==> src/rtl/pet_pkg.sv <==
// Shared types and counter-width helpers for the pet need bank.
package pet_pkg;

   typedef enum logic {OK = 1'b0, CRIT = 1'b1} channel_state_t;
   typedef enum logic {ALIVE = 1'b0, DEAD = 1'b1} life_state_t;

   localparam int CLK_HZ_DEF      = 50_000_000;
   localparam int DECAY_SEC_DEF   = 30;
   localparam int PENALTY_SEC_DEF = 20;

   localparam int PRESC_W = $clog2(CLK_HZ_DEF);
   localparam int DECAY_W = $clog2(DECAY_SEC_DEF);
   localparam int PEN_W   = $clog2(PENALTY_SEC_DEF);

   // Width of a counter spanning 0..n-1, never narrower than one bit.
   function automatic int cnt_w(input int n);
      return (n > 1) ? $clog2(n) : 1;
   endfunction

endpackage

==> src/rtl/pet_need_channel.sv <==
// One need meter: care-edge detect, decay timer, penalty timer, OK/CRIT FSM.
//   state | meaning
//   OK    | value above the critical band, no penalty accrues
//   CRIT  | value <= CRIT_LVL, penalty timer runs on each second tick
module pet_need_channel
   import pet_pkg::*;
#(
   parameter int VAL_W       = 3,
   parameter int VAL_MAX     = 5,
   parameter int CRIT_LVL    = 2,
   parameter int DECAY_SEC   = 30,
   parameter int PENALTY_SEC = 20
) (
   input  logic             clk,
   input  logic             rst,
   input  logic             en_i,
   input  logic             tick_i,
   input  logic             care_req_i,
   output logic [VAL_W-1:0] value_o,
   output logic             critical_o,
   output logic             penalty_o
);

   localparam int DW = cnt_w(DECAY_SEC);
   localparam int PW = cnt_w(PENALTY_SEC);
   localparam logic [DW-1:0]    DECAY_LAST = DW'(DECAY_SEC - 1);
   localparam logic [PW-1:0]    PEN_LAST   = PW'(PENALTY_SEC - 1);
   localparam logic [VAL_W-1:0] MAX_V      = VAL_W'(VAL_MAX);
   localparam logic [VAL_W-1:0] CRIT_V     = VAL_W'(CRIT_LVL);

   channel_state_t   state_q, state_d;
   logic [VAL_W-1:0] value_q, value_d;
   logic [DW-1:0]    decay_q, decay_d;
   logic [PW-1:0]    pen_q, pen_d;
   logic             care_q;
   logic             care_edge;

   always_ff @(posedge clk or negedge rst) begin
      if (!rst) begin
         state_q <= OK;
         value_q <= MAX_V;
         decay_q <= '0;
         pen_q   <= '0;
         care_q  <= 1'b0;
      end else begin
         state_q <= state_d;
         value_q <= value_d;
         decay_q <= decay_d;
         pen_q   <= pen_d;
         care_q  <= care_req_i;
      end
   end

   always_comb begin
      care_edge = care_req_i & ~care_q & en_i;
      value_d   = value_q;
      decay_d   = decay_q;
      state_d   = state_q;
      pen_d     = pen_q;
      penalty_o = 1'b0;

      // A care edge beats a simultaneous decay wrap: restart the timer, no decrement.
      if (care_edge) begin
         decay_d = '0;
         if (value_q != MAX_V) value_d = value_q + 1'b1;
      end else if (en_i && tick_i) begin
         if (decay_q == DECAY_LAST) begin
            decay_d = '0;
            if (value_q != '0) value_d = value_q - 1'b1;
         end else begin
            decay_d = decay_q + 1'b1;
         end
      end

      if (en_i) begin
         case (state_q)
            OK:      if (value_q <= CRIT_V) state_d = CRIT;
            CRIT:    if (value_q >  CRIT_V) state_d = OK;
            default: state_d = OK;
         endcase
      end

      if (state_d != state_q) begin
         pen_d = '0;
      end else if (en_i && tick_i && state_q == CRIT) begin
         if (pen_q == PEN_LAST) begin
            pen_d     = '0;
            penalty_o = 1'b1;
         end else begin
            pen_d = pen_q + 1'b1;
         end
      end
   end

   assign value_o    = value_q;
   assign critical_o = (state_q == CRIT);

endmodule

==> src/rtl/pet_need_bank.sv <==
// Bank of need channels sharing a one-second prescaler, a health meter and a life FSM.
//   state | meaning
//   ALIVE | needs decay and respond to care, health tracks penalties/heals
//   DEAD  | outputs held at zero, requests ignored until reset
module pet_need_bank
   import pet_pkg::*;
#(
   parameter int CLK_HZ      = 50_000_000,
   parameter int N_NEEDS     = 4,
   parameter int VAL_W       = 3,
   parameter int VAL_MAX     = 5,
   parameter int CRIT_LVL    = 2,
   parameter int DECAY_SEC   = 30,
   parameter int PENALTY_SEC = 20
) (
   input  logic                     clk,
   input  logic                     rst,
   input  logic [N_NEEDS-1:0]       care_req,
   input  logic                     heal_req,
   output logic [N_NEEDS*VAL_W-1:0] need_val,
   output logic [VAL_W-1:0]         health_val,
   output logic [N_NEEDS-1:0]       critical,
   output logic                     dead,
   output logic                     sec_tick
);

   localparam int SW = cnt_w(CLK_HZ);
   localparam logic [SW-1:0]    PRESC_LAST = SW'(CLK_HZ - 1);
   localparam logic [VAL_W-1:0] MAX_V      = VAL_W'(VAL_MAX);

   life_state_t          life_q, life_d;
   logic [SW-1:0]        presc_q, presc_d;
   logic                 tick_q, tick_d;
   logic [VAL_W-1:0]     health_q, health_d;
   logic                 heal_q;
   logic                 heal_edge, pen_any, alive;
   logic [N_NEEDS*VAL_W-1:0] need_raw;
   logic [N_NEEDS-1:0]   crit_vec, pen_vec;

   assign alive = (life_q == ALIVE);

   for (genvar g = 0; g < N_NEEDS; g++) begin : g_chan
      pet_need_channel #(
         .VAL_W       (VAL_W),
         .VAL_MAX     (VAL_MAX),
         .CRIT_LVL    (CRIT_LVL),
         .DECAY_SEC   (DECAY_SEC),
         .PENALTY_SEC (PENALTY_SEC)
      ) u_chan (
         .clk        (clk),
         .rst        (rst),
         .en_i       (alive),
         .tick_i     (tick_q),
         .care_req_i (care_req[g]),
         .value_o    (need_raw[g*VAL_W +: VAL_W]),
         .critical_o (crit_vec[g]),
         .penalty_o  (pen_vec[g])
      );
   end

   always_ff @(posedge clk or negedge rst) begin
      if (!rst) begin
         life_q   <= ALIVE;
         presc_q  <= '0;
         tick_q   <= 1'b0;
         health_q <= MAX_V;
         heal_q   <= 1'b0;
      end else begin
         life_q   <= life_d;
         presc_q  <= presc_d;
         tick_q   <= tick_d;
         health_q <= health_d;
         heal_q   <= heal_req;
      end
   end

   always_comb begin
      presc_d   = presc_q + 1'b1;
      tick_d    = 1'b0;
      health_d  = health_q;
      life_d    = life_q;
      heal_edge = heal_req & ~heal_q & alive;
      pen_any   = |pen_vec;

      if (presc_q == PRESC_LAST) begin
         presc_d = '0;
         tick_d  = 1'b1;
      end

      // Several channels penalising together still cost one point; a heal cancels it.
      if (pen_any && !heal_edge) begin
         if (health_q != '0) health_d = health_q - 1'b1;
      end else if (heal_edge && !pen_any) begin
         if (health_q != MAX_V) health_d = health_q + 1'b1;
      end

      case (life_q)
         ALIVE:   if (health_q == '0) life_d = DEAD;
         DEAD:    life_d = DEAD;
         default: life_d = ALIVE;
      endcase
   end

   assign need_val   = alive ? need_raw : '0;
   assign health_val = alive ? health_q : '0;
   assign critical   = alive ? crit_vec : '0;
   assign dead       = ~alive;
   assign sec_tick   = tick_q;

endmodule

==> config.mk <==
export PLATFORM = sky130hd
export DESIGN_NAME = pet_need_bank
export DESIGN_NICKNAME = d
export VERILOG_FILES = /design/src/rtl/pet_pkg.sv /design/src/rtl/pet_need_channel.sv /design/src/rtl/pet_need_bank.sv
export SDC_FILE = /design/constraint.sdc
export NUM_CORES = 1
export LEC_CHECK = 0
export ABC_AREA = 1
export BUFFER_PORTS_ARGS = -buffer_cell sky130_fd_sc_hd__buf_2
export CORE_MARGIN = 2
export CORE_UTILIZATION = 35
export DETAILED_ROUTE_END_ITERATION = 8
export PLACE_DENSITY = 0.63
export SLEW_MARGIN = 30
export SYNTH_ARGS = -nofsm -noshare
export SYNTH_HDL_FRONTEND = slang
export SYNTH_SLANG_ARGS = --single-unit
==> constraint.sdc <==
create_clock -name clk -period 2.5 [get_ports clk]
set_clock_uncertainty 0.2 [all_clocks]
set_input_delay 0.5 -clock clk [delete_from_list [all_inputs] [get_ports clk]]
set_output_delay 0.5 -clock clk [all_outputs]
set_load 0.02 [all_outputs]
Word-level counts from Yosys, hierarchy flattened
Cells that the tools add are included.

Word-level logic and storage cells: 217. Input port bits: 7. Flip-flop bits (word level): 92. Output and inout bits: 21.

Equal/unequal tests: 23. Bitwise logic cells: 20. Multiplexer cells: 83. Add/subtract/negate cells: 19. Reductions and logical operators: 39. Magnitude comparators: 8.

Operator list (number): $mux W5 (24); $mux W3 (25); $add A5 B1 Y5 const B (8); $eq A5 B5 Y1 const B (8); $reduce_bool A2 Y1 (18); $add A26 B1 Y26 const B (1); $eq A26 B26 Y1 const B (1); $mux W1 (26); $mux W26 (1); $reduce_and A4 Y1 (4); $add A3 B1 Y3 const B (5); $ne A3 B3 Y1 const B (5); $reduce_bool A3 Y1 (5); $sub A3 B1 Y3 const B (5); $gt A3 B2 Y1 const B (4); $le A3 B2 Y1 const B (4); $mux W12 (1); $and A1 B1 Y1 (10); $not A1 Y1 (10); $pmux W1 S2 (5); $ne A2 B2 Y1 const B (4); $logic_and A1 B1 Y1 (7); $mux W4 (1); $ne A1 B1 Y1 (4); 5 further kinds (6).

Depth between registers and ports, before layout
Gate-level depths: netlist of the first run.

Word-level depth: 11. Mapped depth: 14.

Cells and area by module
From an unflattened synthesis of the first run, not the netlist that was laid out.

Cell total of the unflattened synthesis: 728. Area total of the unflattened synthesis: 5524.0 µm².

By module, submodules not included: pet_need_channel (g_chan[0].u_chan ...) (times used 3, area each 893.4 µm², cells an instance 112, seq. area each 377.9 µm²); pet_need_bank (times used 1, area each 1984.4 µm², cells an instance 280, seq. area each 803.3 µm²); pet_need_channel (g_chan[1].u_chan) (times used 1, area each 859.6 µm², cells an instance 112, seq. area each 377.9 µm²).

Worst setup path after synthesis of the first run
OpenSTA, ideal clock, no wires.

Path type: reg2reg. Start: register life_q, in the netlist dead. End: register health_q[2]. Cell stages (with the launch flop): 15. Required time: 2.221 ns. Arrival time: 2.278 ns. Setup time: 0.079 ns. Slack: -0.057 ns. Cell sequence: dfrtp_1 inv_4 nand2_2 nor2_2 inv_2 or2_1 nor2_1 nor2_1 nand2_1 ha_1 inv_1 fa_1 xor2_1 inv_1 o21ai_0.

Cells in the longest elaborated chain, start to end: 10. Elaborated cells between the ends (all ways): 33. Those cells by class: eq/ne: 5; mux: 13; bitwise: 2; reduce/logical: 13.

Ends and longest elaborated chain: start: declaration (line pet_need_bank.sv:31) `life_state_t life_q, life_d;`; start signal: assignment (line pet_need_bank.sv:69) `life_q <= life_d;`; $not A1 Y1; $logic_and A1 B1 Y1 (2 in a row) (line pet_need_channel.sv:85) `end else if (en_i && tick_i && state_q == CRIT) begin`; $mux W1 (line pet_need_channel.sv:85); $mux W1 (line pet_need_channel.sv:83) `if (state_d != state_q) begin`; $reduce_or A4 Y1 (line pet_need_bank.sv:83) `pen_any = |pen_vec;`; $logic_not A1 Y1 (line pet_need_bank.sv:93) `end else if (heal_edge && !pen_any) begin`; $logic_and A1 B1 Y1 (line pet_need_bank.sv:93); $reduce_bool A2 Y1 (no source line); $reduce_and A3 Y1 (no source line); end signal: assignment (line pet_need_bank.sv:72) `health_q <= health_d;`; end: declaration (line pet_need_bank.sv:34) `logic [VAL_W-1:0] health_q, health_d;`.

Several ways; a longest one is shown, not always the timed one. A chain may end at the register's enable or synchronous reset.

Final worst setup path of the first run
Same ends and word-level chain as after synthesis.

==> impl_metrics.py, run 1 <==
metrics = {
    "floorplan": {
        "die_w_um": 127,
        "die_h_um": 127,
        "std_cell_rows": 45,
        "die_area_mm2": 0.0162,
        "pin_count": 28,
        "core-area_mm2": 0.0150,
        "start_util_pct": 35.4,
    },
    "power": {
        "peakVddDrop_mv": 0.299,
        "p_leak_nw": 2.97,
        "p_per_area_mw_per_mm2": 585,
    },
    "critical_path": {
        "end_kind": "flip-flop",
        "cp.required_ns": 2.57,
        "r2r_slack_ns": 0.16,
        "slowest_delay_ns": 0.44,
        "reg2reg_from": "dead$_DFF_PN0_",
        "crit_type": "flip-flop to flip-flop",
        "crit_chain": "inv_4, nand2_4, nor2_4, inv_2, or2_1, nor2_2, nor2_1, nand2_1, ha_2, inv_2, fa_2, xor2_1, inv_1, o21ai_1",
        "path_buf_inv": 4,
        "cp.arrival_ns": 2.41,
        "crit_slowest_cell": "dfrtp_2",
        "cp-start-kind": "flip-flop",
        "cp_max_fo": 4,
        "crit_family": "simple AND/OR/NAND/NOR gates",
        "r2r_cells": 14,
        "crit_top_cell": "inv_2",
        "path_depth": 14,
        "r2r-end": "health_q[2]$_DFFE_PN1P_",
    },
    "sta": {
        "hold_viol_final": 0,
        "final-setup-viol-count": 0,
        "relSlewSlack_pct": 71.2,
        "min_period_ns": 2.34,
        "tns_ns": 0,
        "hold_ws_ns": 0.0740,
        "worstMarginPinSlew_ns": 0.431,
        "fmax_mhz": 427,
        "rsz0062_at_grt": "true",
        "finalCritPeriodShare_pct": 93.7,
        "final_max_slew_viol_count": 0,
    },
    "layout": {
        "final_core_util_pct": 41.2,
        "antenna_cells": 0,
        "postLayoutCellArea_mm2": 0.00619,
        "nets": 790,
        "layout-drive-gt1-share_pct": 13.1,
        "instances_no_fill": 957,
        "area_growth_pct": 16.4,
    },
    "synthesis": {
        "synth_cell_types": 32,
        "synth.area.top_cells": "dfrtp_1, nand2_1, nor2_1, inv_1, dfstp_2",
        "synth_top_area_share_pct": 38.6,
        "ys_ff_latch": 92,
        "synthArstFlopShare_pct": 100,
        "synth_nets": 736,
        "yosysMostFrequentCell": "nand2_1",
        "syn_area_mm2": 0.00532,
        "syn_inst": 710,
        "synth_commonest_cells": "nand2_1, nor2_1, inv_1",
        "yosysWarnings": 0,
        "seq_area_frac_synth_pct": 43.5,
        "ys.flop_type": "dfrtp_1",
        "syn_avg_cell_area_um2": 7.49,
        "synth_edf_count": 0,
        "yosys.area.top_type": "dfrtp_1",
    },
    "global_route": {
        "antenna_found_initial": 0,
        "grt_use_total_pct": 15.1,
        "grt_overflow": 0,
        "grt_pass1_wl_um": 19700,
        "grt_pass1_vias": 4279,
        "grt_max_degree": 34,
    },
    "drt": {
        "drt-total-wl_um": 11400,
        "dr.pass1.iters": 4,
        "wl_per_cell_um": 11.9,
        "avgViaCountPerCell": 4.68,
        "drc": 0,
        "first_iter_violations": 223,
        "vias": 4480,
        "antenna_left": 0,
    },
    "min_path": {
        "hp-class": "input pin to flip-flop",
        "whs_path_depth": 1,
        "min_to": "g_chan[2].u_chan.care_q$_DFF_PN0_",
        "hp-start": "care_req[2]",
    },
    "cts": {
        "cts_tree": "done",
        "clk_latency_ns": 0.35,
        "cts_sinks": 92,
        "cts_root_buffer": "clkbuf_16",
        "htreeDepth": 3,
        "path_clk_slew_ns": 0.07,
        "cts_made_buffers": 9,
        "clock_path_buffers": 2,
    },
    "placed_design": {
        "post-place-cells": 935,
        "post-dp-hpwl_um": 8530,
        "port_buffers": 27,
        "placed_area_mm2": 0.00579,
        "gp_congestion": 0.853,
    },
    "flow_run": {
        "drv_cap": 0,
    },
    "status": {
        "outcome": "finished clean",
    },
}
-- registers in the layout, indices dropped and copies added, names as in the netlist --
register and flops:
dead 1, g_chan.u_chan.value_o 12, sec_tick 1, g_chan.u_chan.pen_q 20, g_chan.u_chan.care_q 4, health_q 3, presc_q 26, g_chan.u_chan.decay_q 20
heal_q 1, g_chan.u_chan.critical_o 4
-- stage by stage --
step	total power, W	worst slack, ns
2_1_floorplan	0.00203	0.0241
3_3_place_gp	0.00222	0.0966
3_5_place_dp	0.00222	0.0673
4_1_cts	0.00366	0.0254
5_1_grt	0.00384	-0.0432
6_report	0.00362	0.159
-- cells in the final DEF, fill, tap and decap left out, drive strengths merged, types with 6 or more instances in the layout --
cell type	count
dfstp	10
nand4	15
inv	96
o21ai	25
ha	14
xor2	19
clkbuf	10
nor3	6
o22ai	11
dfrtp	82
nor2	114
nand3	49
a21oi	25
nand2	205
xnor2	12
nand3b	9
buf	46
-- what timing repair did --
action,in CTS,in global routing
setup buffers,0,6
resized for setup,0,17
endpoints found under the setup margin,0,3
hold endpoints to repair,26,0
hold buffers,1,0
-- logic make-up (layout without fill, tap and decap cells) --
family	Yosys count	in the layout	synth area share [%]
AND/OR/NAND/NOR	404	404	32.4
buffers and inverters	99	158	7.25
flip-flops	92	92	43.5
AO/OA/AOI/OAI	65	65	6.56
XOR/XNOR	31	31	5.11
adder cells (fa/ha/maj)	19	19	5.18
-- power by group --
group          leakage, nW  total (W)  switching, W  internal [W]
clock network        0.145    0.00141      0.000600      0.000809
logic                 1.64   0.000512      0.000334      0.000178
registers             1.19    0.00170     0.0000930       0.00161
-- layer usage --
metal,share of wire (%),GRT usage (%),vias to the layer above
li1,-,-,2352
met1,49,19.6,2067
met5,0,0,-
met4,2.0,5.49,0
met2,46,25.2,46
met3,2.7,3.22,15
-- worst register-to-register path: cells and delay by family, from the launching register on --
family / cells / cell delay (ns)
simple gates: 6 / 0.65
fa+ha+maj: 2 / 0.50
flops: 1 / 0.44
buf+inv: 4 / 0.21
xor+xnor: 1 / 0.13
compound gates: 1 / 0.13
-- cell type report --
class	count	area (um^2)
flip-flops and latches	92	2320
inverters	95	359
clock inverters	6	71.3
clock buffers	10	239
well taps	188	235
multi-input cells	519	2660
fillers	1540	8840
repair buffers	47	307
-- worst max path at each step --
stage,slack [ns],end,start
after floorplan,0.02,health_q[2]$_DFFE_PN1P_,dead$_DFF_PN0_
after global placement,0.1,health_q[2]$_DFFE_PN1P_,dead$_DFF_PN0_
after detailed placement,0.07,health_q[2]$_DFFE_PN1P_,dead$_DFF_PN0_
after CTS,0.03,health_q[2]$_DFFE_PN1P_,dead$_DFF_PN0_
after global routing,-0.04,health_q[2]$_DFFE_PN1P_,dead$_DFF_PN0_
final,0.16,health_q[2]$_DFFE_PN1P_,dead$_DFF_PN0_
No activity file was read; power rests on OpenSTA's default activity.
==> run 2, diff against run 1 <==
- SYNTH_HIERARCHICAL: default -> 1
==> impl_metrics.py, run 2 <==
metrics = {
    "status": {
        "outcome": "complete, but fails checks",
        "violations": "setup timing",
    },
    "synthesis": {
        "seq_area_frac_synth_pct": 41.9,
        "synth_top_family_by_area": "simple AND/OR/NAND/NOR gates",
        "syn_area_mm2": 0.00552,
        "synth-xor-area-share_pct": 4.92,
        "yosysWarnings": 6,
        "synth_edf_count": 0,
        "synth_commonest_cells": "nand2_1, nor2_1, inv_1, nand3_1, dfrtp_1",
        "synth_cell_types": 32,
        "synth-simple-area-share_pct": 34.5,
        "yosysMostFrequentCell": "nand2_1",
        "synthMuxAreaShare_pct": 0,
        "ys_ff_latch": 92,
        "synth_top_area_share_pct": 37.1,
        "synthArstFlopShare_pct": 100,
        "yosys.area.top_type": "dfrtp_1",
        "synth_compound_area_share_pct": 6.39,
        "yosys.area_share.adder_pct": 5.21,
        "synth_nets": 755,
        "syn_avg_cell_area_um2": 7.59,
        "syn_inst": 728,
        "synth.area.top_cells": "dfrtp_1, nand2_1, nand3_1, nor2_1, inv_1",
        "ys.flop_type": "dfrtp_1",
    },
    "sta": {
        "relSlewSlack_pct": 65.4,
        "min_period_ns": 2.55,
        "tns_ns": -0.0479,
        "final_max_slew_viol_count": 0,
        "worstMarginPinSlew_ns": 0.518,
        "finalCritPeriodShare_pct": 102,
        "rsz0062_at_grt": "true",
        "hold_viol_final": 0,
        "fmax_mhz": 392,
        "final-setup-viol-count": 1,
        "setup_slack_ns": -0.0479,
    },
    "critical_path": {
        "cp.required_ns": 2.58,
        "r2r-end": "health_q[1]$_DFFE_PN0P_",
        "r2r_slack_ns": -0.05,
        "cp.arrival_ns": 2.63,
        "r2r_cells": 10,
        "end_kind": "flip-flop",
        "slowest_delay_ns": 0.51,
        "crit_slowest_cell": "or4_1",
        "reg2reg_from": "dead$_DFF_PN0_",
        "cp-start-kind": "flip-flop",
        "crit_type": "flip-flop to flip-flop",
        "cp_max_fo": 9,
        "crit_chain": "clkinvlp_4, buf_12, nand3_2, o21ai_2, nor2_2, or4_1, ha_2, inv_2, fa_1, o21ai_1",
    },
    "cts": {
        "cts_made_buffers": 9,
        "clock_path_buffers": 2,
        "cts_tree": "done",
        "clk_latency_ns": 0.35,
        "path_clk_slew_ns": 0.06,
        "cts_root_buffer": "clkbuf_16",
        "htreeDepth": 3,
        "cts_sinks": 92,
    },
    "placed_design": {
        "dp_slack_ns": -0.0722,
        "gp_congestion": 0.852,
        "port_buffers": 27,
        "post-dp-hpwl_um": 8500,
    },
    "drt": {
        "drc": 0,
        "drt-total-wl_um": 11200,
        "first_iter_violations": 296,
        "dr.pass1.iters": 4,
        "antenna_left": 0,
        "avgViaCountPerCell": 4.56,
        "vias": 4642,
        "wl_per_cell_um": 11.0,
    },
    "min_path": {
        "whs_path_depth": 1,
        "min_to": "heal_q$_DFF_PN0_",
        "hp-start": "heal_req",
        "hp-class": "input pin to flip-flop",
    },
    "layout": {
        "area_growth_pct": 19.3,
        "antenna_cells": 0,
        "layout-drive-gt1-share_pct": 17.7,
        "mostFrequentLayoutCells": "nand2_1, nor2_1, inv_1, nand3_1, dfrtp_1",
        "nets": 830,
        "reg.largest.list": "presc_q x26, g_chan.u_chan/decay_q x20, g_chan.u_chan/pen_q x20",
        "regMostFlops": "presc_q",
        "final_common_cell": "nand2_1",
        "largest_reg_flops": 26,
    },
    "flow_run": {
        "drv_cap": 0,
    },
    "global_route": {
        "grt_overflow": 0,
        "grt_pass1_wl_um": 19700,
        "antenna_found_initial": 0,
        "grt_use_total_pct": 14.6,
        "grt_max_degree": 40,
        "grt_pass1_vias": 4339,
    },
    "power": {
        "peakVddDrop_mv": 0.338,
        "p_leak_nw": 3.25,
        "p_per_area_mw_per_mm2": 721,
    },
    "floorplan": {
        "pin_count": 28,
        "start_util_pct": 36.1,
        "die_h_um": 130,
        "core-area_mm2": 0.0153,
        "die_w_um": 130,
        "die_area_mm2": 0.0168,
        "std_cell_rows": 45,
    },
}
-- run 2: layout make-up --
class,instances,area [um^2]
Sequential cell,92,2320
Timing Repair Buffer,67,469
Inverter,100,379
Multi-Input combinational cell,533,2860
Clock inverter,6,63.8
Clock buffer,10,239
Fill cell,1542,8730
Tap cell,211,264
-- run 2: what timing repair did --
item | in CTS | in global routing
hold endpoints to repair | 17 | 0
pin swaps | 3 | 2
setup endpoints to repair | 3 | 3
resized for setup | 3 | 3
buffers inserted | 3 | 2
hold buffers | 1 | 0
-- run 2: critical path, delay by kind of cell, from the launching register on --
kind | cells | cell delay, ns
flops | 1 | 0.42
fa+ha+maj | 2 | 0.61
buf+inv | 3 | 0.30
compound gates | 2 | 0.29
simple gates | 3 | 0.66
-- run 2: report_power, final --
group	internal, W	leakage, nW	switching [W]
clock network	0.000800	0.144	0.000590
logic	0.000625	1.90	0.000977
registers	0.00167	1.21	0.0000929
-- run 2: worst max-delay path by stage --
stage	cells after the start	slack, ns	endpoint	startpoint
3_3_place_gp	10	-0.03	health_q[1]$_DFFE_PN0P_	dead$_DFF_PN0_
5_1_grt	10	-0.16	health_q[1]$_DFFE_PN0P_	dead$_DFF_PN0_
3_5_place_dp	10	-0.07	health_q[1]$_DFFE_PN0P_	dead$_DFF_PN0_
4_1_cts	11	-0.06	health_q[1]$_DFFE_PN0P_	dead$_DFF_PN0_
6_report	10	-0.05	health_q[1]$_DFFE_PN0P_	dead$_DFF_PN0_
2_1_floorplan	10	-0.33	health_q[1]$_DFFE_PN0P_	dead$_DFF_PN0_
-- run 2: metal layers --
metal	vias up	global-route usage [%]	wire [um]
met5	-	0	0
met4	0	3.98	121
met3	11	4.13	443
met2	73	22.8	4920
met1	2097	19.8	5750
li1	2461	-	-
-- run 2: metrics by stage --
stage | hold WS [ns] | cells | area, um^2 | utilization [%] | power [W]
after detailed placement | 0.245 | 997 | 6220 | 40.6 | 0.00337
after global routing | 0.0600 | 1019 | 6590 | 43.0 | 0.00508
final | 0.0720 | 1019 | 6590 | 43.0 | 0.00475
after CTS | 0.0561 | 1017 | 6570 | 42.9 | 0.00480
after floorplan | 0.00441 | 728 | 5550 | - | 0.00276
after global placement | 0.245 | 997 | 6220 | 40.6 | 0.00335
-- run 2: kinds of logic (layout without fill, tap and decap cells) --
group,count (synthesis),after routing
AO/OA/AOI/OAI,58,58
AND/OR/NAND/NOR,424,424
XOR/XNOR,31,31
flip-flops,92,92
adder cells (fa/ha/maj),20,20
buffers and inverters,103,183
